[src/rtl/counter_bank_pkg.sv]
// Shared types and the per-channel step rule for the counter bank.
// The step rule is evaluated in CalcWidth+1 bits so a carry past the bound is never lost.
package counter_pkg;

  typedef enum logic {
    MODE_WRAP = 1'b0,
    MODE_SAT  = 1'b1
  } mode_e;

  localparam int CalcWidth = 32;

  // Returns {event, count}. Callers gate up/down with their enable before calling.
  function automatic logic [CalcWidth:0] next_count(
    input logic [CalcWidth-1:0] count,
    input logic [CalcWidth-1:0] step,
    input logic                 up,
    input logic                 down,
    input mode_e                mode,
    input logic [CalcWidth-1:0] max
  );
    logic [CalcWidth:0] sum;
    logic [CalcWidth:0] span;
    span = {1'b0, max} + 1'b1;
    if (up && !down) begin
      sum = {1'b0, count} + {1'b0, step};
      if (sum > {1'b0, max}) begin
        if (mode == MODE_WRAP) return {1'b1, CalcWidth'(sum - span)};
        return {1'b1, max};
      end
      return {1'b0, sum[CalcWidth-1:0]};
    end
    if (down && !up) begin
      if (count < step) begin
        if (mode == MODE_WRAP) return {1'b1, CalcWidth'({1'b0, count} + span - {1'b0, step})};
        return {1'b1, {CalcWidth{1'b0}}};
      end
      return {1'b0, count - step};
    end
    return {1'b0, count};
  endfunction

endpackage

[src/rtl/counter_bank_if.sv]
// Bus bundle for counter_bank; COUNTER_BANK_MATCH_EN adds the match-flag signals.
interface counter_bank_if
  import counter_pkg::*;
#(
  parameter int Channels  = 4,
  parameter int Width     = 8,
  parameter int StepWidth = 2
) ();

  logic [Channels-1:0]            en_i;
  logic [Channels-1:0]            up_i;
  logic [Channels-1:0]            down_i;
  logic [StepWidth-1:0]           step_i;
  mode_e                          mode_i;
  logic [Channels-1:0]            load_i;
  logic [Width-1:0]               load_val_i;
  logic [Channels-1:0][Width-1:0] count_o;
  logic [Channels-1:0][Width-1:0] next_count_o;
  logic [Channels-1:0]            at_max_o;
  logic [Channels-1:0]            at_min_o;
  logic [Channels-1:0]            event_o;
`ifdef COUNTER_BANK_MATCH_EN
  logic [Width-1:0]               match_val_i;
  logic                           match_clr_i;
  logic [Channels-1:0]            match_o;
`endif

  modport master (
    output en_i, up_i, down_i, step_i, mode_i, load_i, load_val_i,
    input  count_o, next_count_o, at_max_o, at_min_o, event_o
`ifdef COUNTER_BANK_MATCH_EN
    , output match_val_i, match_clr_i
    , input  match_o
`endif
  );

  modport slave (
    input  en_i, up_i, down_i, step_i, mode_i, load_i, load_val_i,
    output count_o, next_count_o, at_max_o, at_min_o, event_o
`ifdef COUNTER_BANK_MATCH_EN
    , input  match_val_i, match_clr_i
    , output match_o
`endif
  );

endinterface

[src/rtl/counter_bank_chan.sv]
// One counter channel: count register, boundary event and optional sticky match flag
// (present when COUNTER_BANK_MATCH_EN is defined).
module counter_chan
  import counter_pkg::*;
#(
  parameter int               Width     = 8,
  parameter logic [Width-1:0] MaxVal    = '1,
  parameter logic [Width-1:0] ResetVal  = '0,
  parameter int               StepWidth = 2
) (
  input  logic                 clk_i,
  input  logic                 rst_i,
  input  logic                 en_i,
  input  logic                 up_i,
  input  logic                 down_i,
  input  logic [StepWidth-1:0] step_i,
  input  mode_e                mode_i,
  input  logic                 load_i,
  input  logic [Width-1:0]     load_val_i,
`ifdef COUNTER_BANK_MATCH_EN
  input  logic [Width-1:0]     match_val_i,
  input  logic                 match_clr_i,
  output logic                 match_o,
`endif
  output logic [Width-1:0]     count_o,
  output logic [Width-1:0]     next_count_o,
  output logic                 at_max_o,
  output logic                 at_min_o,
  output logic                 event_o
);

  logic [Width-1:0]   count_q, count_d;
  logic               evt_q, evt_d;
  logic [CalcWidth:0] step_res;
  logic               unused_res;

  always_comb begin
    step_res = next_count(CalcWidth'(count_q), CalcWidth'(step_i), en_i & up_i,
                          en_i & down_i, mode_i, CalcWidth'(MaxVal));
    count_d  = step_res[Width-1:0];
    evt_d    = step_res[CalcWidth];
    if (load_i) begin
      count_d = (load_val_i > MaxVal) ? MaxVal : load_val_i;
      evt_d   = 1'b0;
    end
  end

  assign unused_res = ^step_res[CalcWidth-1:Width];

  always_ff @(posedge clk_i or posedge rst_i) begin
    if (rst_i) begin
      count_q <= ResetVal;
      evt_q   <= 1'b0;
    end else begin
      count_q <= count_d;
      evt_q   <= evt_d;
    end
  end

  assign count_o      = count_q;
  assign next_count_o = rst_i ? ResetVal : count_d;
  assign at_max_o     = (count_q == MaxVal);
  assign at_min_o     = (count_q == '0);
  assign event_o      = evt_q;

`ifdef COUNTER_BANK_MATCH_EN
  logic match_q, match_d;

  // Set only on the transition into equality so a held match can still be cleared.
  always_comb begin
    match_d = match_q;
    if (match_clr_i) match_d = 1'b0;
    if ((count_d == match_val_i) && (count_q != match_val_i)) match_d = 1'b1;
  end

  always_ff @(posedge clk_i or posedge rst_i) begin
    if (rst_i) match_q <= 1'b0;
    else       match_q <= match_d;
  end

  assign match_o = match_q;
`endif

endmodule

[src/rtl/counter_bank.sv]
// Bank of independent up/down counters with wrap/saturate, load and boundary events.
// Optional match flags are built when COUNTER_BANK_MATCH_EN is defined.
module counter_bank
  import counter_pkg::*;
#(
  parameter int               Channels  = 4,
  parameter int               Width     = 8,
  parameter logic [Width-1:0] MaxVal    = '1,
  parameter logic [Width-1:0] ResetVal  = '0,
  parameter int               StepWidth = 2
) (
  input logic          clk_i,
  input logic          rst_i,
  counter_bank_if.slave bus
);

  if (ResetVal > MaxVal) begin : g_bad_reset_val
    $error("counter_bank: ResetVal exceeds MaxVal");
  end
  if (((1 << StepWidth) - 1) > int'(MaxVal)) begin : g_bad_step_width
    $error("counter_bank: largest step exceeds MaxVal");
  end

  for (genvar gi = 0; gi < Channels; gi++) begin : g_chan
    counter_chan #(
      .Width     (Width),
      .MaxVal    (MaxVal),
      .ResetVal  (ResetVal),
      .StepWidth (StepWidth)
    ) u_chan (
      .clk_i        (clk_i),
      .rst_i        (rst_i),
      .en_i         (bus.en_i[gi]),
      .up_i         (bus.up_i[gi]),
      .down_i       (bus.down_i[gi]),
      .step_i       (bus.step_i),
      .mode_i       (bus.mode_i),
      .load_i       (bus.load_i[gi]),
      .load_val_i   (bus.load_val_i),
`ifdef COUNTER_BANK_MATCH_EN
      .match_val_i  (bus.match_val_i),
      .match_clr_i  (bus.match_clr_i),
      .match_o      (bus.match_o[gi]),
`endif
      .count_o      (bus.count_o[gi]),
      .next_count_o (bus.next_count_o[gi]),
      .at_max_o     (bus.at_max_o[gi]),
      .at_min_o     (bus.at_min_o[gi]),
      .event_o      (bus.event_o[gi])
    );
  end

endmodule

[src/flat_wrapper.sv]
// flat-port wrapper written by rule: the top's interface ports become plain ports
module counter_bank_flat import counter_pkg::*;
#(
  parameter int               Channels  = 4,
  parameter int               Width     = 8,
  parameter logic [Width-1:0] MaxVal    = '1,
  parameter logic [Width-1:0] ResetVal  = '0,
  parameter int               StepWidth = 2
)
  (clk_i, rst_i, bus_en_i, bus_up_i, bus_down_i, bus_step_i, bus_mode_i, bus_load_i, bus_load_val_i, bus_count_o, bus_next_count_o, bus_at_max_o, bus_at_min_o, bus_event_o);
  counter_bank_if #(.Channels(Channels), .Width(Width), .StepWidth(StepWidth)) bus_i ();
  input logic clk_i;
  input logic rst_i;
  input wire logic [$bits(bus_i.en_i)-1:0] bus_en_i;
  input wire logic [$bits(bus_i.up_i)-1:0] bus_up_i;
  input wire logic [$bits(bus_i.down_i)-1:0] bus_down_i;
  input wire logic [$bits(bus_i.step_i)-1:0] bus_step_i;
  input wire logic [$bits(bus_i.mode_i)-1:0] bus_mode_i;
  input wire logic [$bits(bus_i.load_i)-1:0] bus_load_i;
  input wire logic [$bits(bus_i.load_val_i)-1:0] bus_load_val_i;
  output wire logic [$bits(bus_i.count_o)-1:0] bus_count_o;
  output wire logic [$bits(bus_i.next_count_o)-1:0] bus_next_count_o;
  output wire logic [$bits(bus_i.at_max_o)-1:0] bus_at_max_o;
  output wire logic [$bits(bus_i.at_min_o)-1:0] bus_at_min_o;
  output wire logic [$bits(bus_i.event_o)-1:0] bus_event_o;
  assign bus_i.en_i = bus_en_i;
  assign bus_i.up_i = bus_up_i;
  assign bus_i.down_i = bus_down_i;
  assign bus_i.step_i = bus_step_i;
  assign bus_i.mode_i = bus_mode_i;
  assign bus_i.load_i = bus_load_i;
  assign bus_i.load_val_i = bus_load_val_i;
  assign bus_count_o = bus_i.count_o;
  assign bus_next_count_o = bus_i.next_count_o;
  assign bus_at_max_o = bus_i.at_max_o;
  assign bus_at_min_o = bus_i.at_min_o;
  assign bus_event_o = bus_i.event_o;
  counter_bank #(.Channels(Channels), .Width(Width), .MaxVal(MaxVal), .ResetVal(ResetVal), .StepWidth(StepWidth)) u_core (.clk_i(clk_i), .rst_i(rst_i), .bus(bus_i));
endmodule
[config.mk]
export PLATFORM = sky130hd
export DESIGN_NAME = counter_bank_flat
export DESIGN_NICKNAME = d
export VERILOG_FILES = /design/src/rtl/counter_bank_pkg.sv /design/src/rtl/counter_bank_if.sv /design/src/rtl/counter_bank_chan.sv /design/src/rtl/counter_bank.sv /design/src/flat_wrapper.sv
export SDC_FILE = /design/constraint.sdc
export NUM_CORES = 1
export LEC_CHECK = 0
export CAP_MARGIN = 20
export CORE_MARGIN = 5
export CORE_UTILIZATION = 42
export CTS_CLUSTER_SIZE = 25
export DETAILED_ROUTE_END_ITERATION = 7
export DONT_BUFFER_PORTS = 1
export GPL_TIMING_DRIVEN = 0
export PLACE_DENSITY = 0.6
export SLEW_MARGIN = 20
export SYNTH_ARGS = -nofsm -noshare
export SYNTH_HDL_FRONTEND = slang
export SYNTH_SLANG_ARGS = --single-unit
[constraint.sdc]
create_clock -name clk_i -period 2.53 [get_ports clk_i]
set_input_delay 0.253 -clock clk_i [delete_from_list [all_inputs] [get_ports clk_i]]
set_output_delay 0.253 -clock clk_i [all_outputs]
set_load 0.005 [all_outputs]
# Word level (Yosys, flattened, before mapping)
# Index checks and enable logic that the tools add are counted.
# W data, S select, Z words.
[op_classes]
addsub = 20
order_cmp = 9
eq_ne = 4
mux = 114
bitwise = 8
n_reduce_logical = 20
[ops]
columns = ["operator", "n"]
rows = [
  ["$mux W33", 48],
  ["$mux W8", 9],
  ["$mux W1", 57],
  ["$sub A10 B2 Y11", 4],
  ["$add A8 B9 Y10 const B", 4],
  ["$sub A9 B9 Y10 const B", 4],
  ["$add A8 B2 Y9", 4],
  ["$gt A9 B8 Y1 const B", 4],
  ["$sub A8 B2 Y9", 4],
  ["$eq A8 B8 Y1 const B", 4],
  ["$logic_not A8 Y1", 4],
  ["$lt A8 B2 Y1", 4],
  ["$and A1 B1 Y1", 8],
  ["$gt A8 B8 Y1 const B", 1],
  ["$logic_and A1 B1 Y1", 8],
  ["$logic_not A1 Y1", 8],
]
[totals]
regBits = 36
word_cells = 183

# Logic depth before layout (Yosys ltp)
[depth]
ltp_word = 17
depth_mapped = 9
mapped_depth_nobuf = 9

# Modules after synthesis
# A second synthesis with hierarchy kept.
[hier_totals]
hier_cells = 542
hier_area_um2 = 4234.1
[modules_own_cells]
columns = ["mod", "n_inst", "cells_each", "area_per_inst_um2", "seq_area_each_um2"]
rows = [
  ["counter_chan at u_core.g_chan[3].u_chan", 1, 132, 1088.5, 225.2],
  ["counter_chan at u_core.g_chan[0].u_chan", 1, 145, 1072.3, 225.2],
  ["counter_chan at u_core.g_chan[2].u_chan", 1, 140, 1054.8, 225.2],
  ["counter_chan at u_core.g_chan[1].u_chan", 1, 125, 1018.5, 225.2],
]

# Worst setup path before layout
# OpenSTA, ideal clock, no wires.
[synth_timing]
kind = "register -> output"
start = "register u_core.g_chan[1].u_chan.count_q[4]"
end = "output port bus_next_count_o[14]"
t_arrival_ns = 2.151
t_required_ns = 2.277
slack_ns = 0.126
path_stages_with_launch = 7
n_path_buf = 2
path_cell_list = "dfrtp_1 buf_6 or3_1 buf_2 or3_4 or4_1 a311oi_1"
[synth_between]
elab_chain_len = 16
[synth_rtl]
columns = ["item", "line_no", "text"]
rows = [
  ["start: declaration", "counter_bank_chan.sv:32", "logic [Width-1:0] count_q, count_d;"],
  ["start signal: assignment", "counter_bank_chan.sv:52", "count_q <= ResetVal;"],
  ["start signal: assignment", "counter_bank_chan.sv:55", "count_q <= count_d;"],
  ["$add A8 B2 Y9", "counter_bank_pkg.sv:25", "sum = {1'b0, count} + {1'b0, step};"],
  ["$sub A9 B9 Y10", "counter_bank_pkg.sv:27", "if (mode == MODE_WRAP) return {1'b1, CalcWidth'(sum - span)};"],
  ["$mux W33", "counter_bank_pkg.sv:27", ""],
  ["$mux W33", "counter_bank_pkg.sv:28", "return {1'b1, max};"],
  ["$mux W33", "counter_bank_pkg.sv:26", "if (sum > {1'b0, max}) begin"],
  ["$mux W33", "counter_bank_pkg.sv:30", "return {1'b0, sum[CalcWidth-1:0]};"],
  ["$mux W33", "counter_bank_pkg.sv:24", "if (up && !down) begin"],
  ["$mux W33", "counter_bank_pkg.sv:34", "if (mode == MODE_WRAP) return {1'b1, CalcWidth'({1'b0, count} + span - {1'b0, step})};"],
  ["$mux W33", "counter_bank_pkg.sv:35", "return {1'b1, {CalcWidth{1'b0}}};"],
  ["$mux W33", "counter_bank_pkg.sv:33", "if (count < step) begin"],
  ["$mux W33", "counter_bank_pkg.sv:37", "return {1'b0, count - step};"],
  ["$mux W33", "counter_bank_pkg.sv:32", "if (down && !up) begin"],
  ["$mux W33", "counter_bank_pkg.sv:39", "return {1'b0, count};"],
  ["$mux W33 *", "counter_bank_pkg.sv:32", ""],
  ["$mux W8 *", "counter_bank_chan.sv:42", "if (load_i) begin"],
  ["$mux W8 *", "counter_bank_chan.sv:61", "assign next_count_o = rst_i ? ResetVal : count_d;"],
  ["end: declaration", "flat_wrapper.sv:22", "output wire logic [$bits(bus_i.next_count_o)-1:0] bus_next_count_o;"],
]
# Mark *: on every way between the ends. The rest lies on a longest branch, timed or not. The select of a mux whose other input is x is not followed.

# Worst setup path in the final report
[layout_timing]
start = "register u_core.g_chan[1].u_chan.count_q[1]"
end = "output port bus_next_count_o[11]"
# The elaborated chain is that of the path after synthesis.

==> impl_metrics.py <==
metrics = {
    "drt": {
        "dr_wl_met3_um": 1450,
        "drt_iter0_drc": 210,
        "ant_nets": 0,
        "drc_errors": 0,
        "avgViaCountPerCell": 6.51,
        "wirelength_um": 15500,
        "wl_per_cell_um": 22.3,
        "num_vias": 4538,
        "met1_length_um": 6060,
        "highest_layer": "met4",
        "drt_first_pass_iters": 5,
        "met2_wirelength_um": 7640,
    },
    "synth": {
        "ys_seq_elements": 36,
        "syn_nets": 575,
        "yosysWarnings": 0,
        "synth_area_mm2": 0.00402,
        "ys_types": 67,
        "synth.largest_area_cell": "dfrtp_1",
        "synth_area_leaders": "dfrtp_1, ha_1, nor2_1",
        "syn_inst": 522,
        "synth-edff-count": 0,
        "syn_avg_cell_area_um2": 7.70,
        "yosysTopAreaCellShare_pct": 22.4,
        "ys_seq_area_share_pct": 22.4,
        "synthFlopType": "dfrtp_1",
        "synthArstFlopShare_pct": 100,
    },
    "global_routing": {
        "gr-total-overflow": 0,
        "grt_first_pass_wirelength_um": 22900,
        "track_usage_pct": 24.9,
        "grt_max_degree": 24,
        "antenna_found_initial": 0,
        "grt_pass1_vias": 4284,
    },
    "power_and_ir_drop": {
        "ir_drop_mv": 0.245,
        "cellPowerDensity_mw_per_mm2": 417,
        "pwr-share-seq_pct": 32.4,
        "combPwrFrac_pct": 47.2,
        "intPower_uw": 1330,
        "p_sw_uw": 1000,
        "finalPower_uw": 2330,
        "clkPwrFrac_pct": 20.5,
        "p_sw_share_pct": 43.0,
        "p_leak_uw": 0.00205,
    },
    "setup_path": {
        "slowest_stage": "dfrtp_2",
        "cp_cell_sequence": "ha_4, nor2b_4, or3_4, or4_4, a311oi_4",
        "path_buf_inv": 0,
        "start_kind": "flip-flop",
        "cp.arrival_ns": 2.40,
        "criticalPathCategory": "flip-flop to output port",
        "slowest_delay_ns": 0.54,
        "end_kind": "output port",
        "critical_path.max_fanout": 8,
        "ff2ff_path_depth": 12,
        "cp_num_cells": 5,
        "cp_top_family": "simple AND/OR/NAND/NOR gates",
        "worstPathRequired_ns": 2.28,
    },
    "timing": {
        "finalHoldWorstSlack_ns": 0.0744,
        "hold_viol": 0,
        "setup-violations-final": 12,
        "fin_skew_ns": 0.0124,
        "fin_crit_sh_pct": 105,
        "drv_slew": 0,
        "setup_ws_ns": -0.122,
        "slew_headroom_pct": 11.1,
        "rsz0062_at_grt": "yes",
        "worstMarginPinSlew_ns": 1.33,
        "timing.fmax_mhz": 377,
        "min_period_ns": 2.65,
    },
    "die": {
        "dieArea_mm2": 0.0116,
        "die_y_um": 108,
        "die_w_um": 108,
        "rows": 35,
        "core_mm2": 0.00928,
        "io-pin-count": 105,
        "start_util_pct": 43.3,
    },
    "clock_tree": {
        "cts_htree_levels": 2,
        "numCtsBuffers": 5,
        "clk_pin_slew_ns": 0.10,
        "numClockSinks": 36,
        "cts-root-buf": "clkbuf_8",
        "clk_path_buf_depth": 2,
        "cts_tree": "done",
        "clk_latency_ns": 0.30,
        "ctsHoldBuffers": 0,
    },
    "placed_design": {
        "gp_routability_congestion": 0.961,
        "port_buffers": 0,
        "dpl_cell_area_mm2": 0.00421,
        "dp_hpwl_um": 10400,
        "pre_cts_ws_ns": -0.334,
    },
    "cells_and_area": {
        "layout.core_utilization_pct": 60.2,
        "final_area_mm2": 0.00559,
        "nNetsFinal": 620,
        "num_antenna_cells": 0,
        "drive_gt1_share_pct": 42.1,
        "mostFrequentLayoutCells": "buf_4, nor2_1, nand2_1",
        "final_common_cell": "buf_4",
        "fillers": 826,
        "synthToLayoutAreaGrowth_pct": 39.1,
    },
    "worst_hold_path": {
        "hold_class": "input pin to flip-flop",
        "min_path_cells": 2,
    },
    "run_status": {
        "failed_checks": "negative setup slack",
        "outcome": "finished, violations left",
    },
    "job": {
        "cap_viol_max_count": 0,
    },
}
## layer usage
layer | global-route usage (%) | up-vias
met5 | 0 | -
met4 | 8.21 | 0
met3 | 7.26 | 29
met2 | 41.1 | 241
met1 | 31.1 | 2216
li1 | - | 2052
## cells by family after synthesis
family                   Yosys count  share of synthesized area (%)
XOR/XNOR                          13                           2.83
AO/OA/AOI/OAI                    156                           27.1
multiplexers                       5                           1.34
flip-flops                        36                           22.4
AND/OR/NAND/NOR                  211                           28.6
adder cells (fa/ha/maj)           24                           8.96
buffers and inverters             77                           8.71
## final timing paths
check	startpoint	to	slack, ns
min reg2reg	u_core.g_chan[1].u_chan.count_o[6]	u_core.g_chan[1].u_chan.count_o[6]	0.69
max	u_core.g_chan[1].u_chan.count_o[1]	bus_next_count_o[11]	-0.12
max reg2reg	u_core.g_chan[1].u_chan.count_o[1]	u_core.g_chan[1].u_chan.count_o[7]	0.01
max in group asynchronous	rst_i	u_core.g_chan[2].u_chan.count_o[0]	1.77
min	bus_load_val_i[4]	u_core.g_chan[2].u_chan.count_o[4]	0.07
min in group asynchronous	rst_i	u_core.g_chan[1].u_chan.count_o[7]	0.21
## final cells by class
cell class	instances	area, um^2	area share, %
clock buffer	6	82.6	1.48
multi-input combinational	409	3660	65.5
inverter	24	90.1	1.61
timing repair buffer	43	369	6.60
sequential	36	912	16.3
clock inverter	2	10.0	0.179
tap	129	161	2.89
buffer	48	303	5.41
## stage by stage
step | std cells | setup TNS, ns
after floorplan | 522 | 0
after global placement | 651 | -16.11
after detailed placement | 652 | -4.10
after CTS | 676 | -2.02
after global routing | 697 | -2.51
final | 697 | -0.900
## sequential cells by signal, indices dropped and copies added (netlist names)
| name | count |
|---|---|
| u_core.g_chan.u_chan.event_o | 4 |
| u_core.g_chan.u_chan.count_o | 32 |
## synthesized netlist by cell type, types with 3 or more instances
cell and n:
nand3_1 8, and2_1 10, or2_2 3, a211oi_1 10, nor2b_1 9, o31ai_1 10, o22ai_1 5, inv_1 23
o2111ai_1 8, nand3b_1 8, a21oi_1 25, o41ai_1 9, and3b_1 7, o21ai_0 25, xnor2_1 8, ha_1 16
mux2_2 3, nand2_1 34, or4_1 5, and3_1 8, buf_4 12, xor2_1 5, nor4_1 12, nor2_1 46
o21a_1 3, buf_2 7, a31o_2 3, nand4_1 11, a311oi_1 8, a31oi_1 15, nor3_1 21, dfrtp_1 36
clkbuf_1 32, or3_1 10, nor3b_1 3, o221ai_1 3, nand2b_1 7, o211ai_1 8, fa_1 8
## worst reg2reg max path, delay by kind of cell (launching register included)
| kind | cells | cell delay [ns] |
|---|---|---|
| adders and majority gates | 1 | 0.28 |
| AOI/OAI and AO/OA | 1 | 0.10 |
| and+or+nand+nor | 4 | 0.81 |
| DFF | 1 | 0.54 |
| buffers and inverters | 6 | 0.74 |
## power by group through the flow
stage               Clock [uW]  Sequential, uW  Combinational (uW)
global placement             0             750                 704
finish                     477             754                1100
detailed placement           0             751                 722
CTS                        475             747                 906
global route               503             766                1190
floorplan                    0             715                 562
## repair_timing
item	in CTS	in global routing
setup endpoints to repair	42	34
pin swaps	41	56
buffers inserted	20	23
resized for setup	136	103
(Power assumes the default switching activity.)
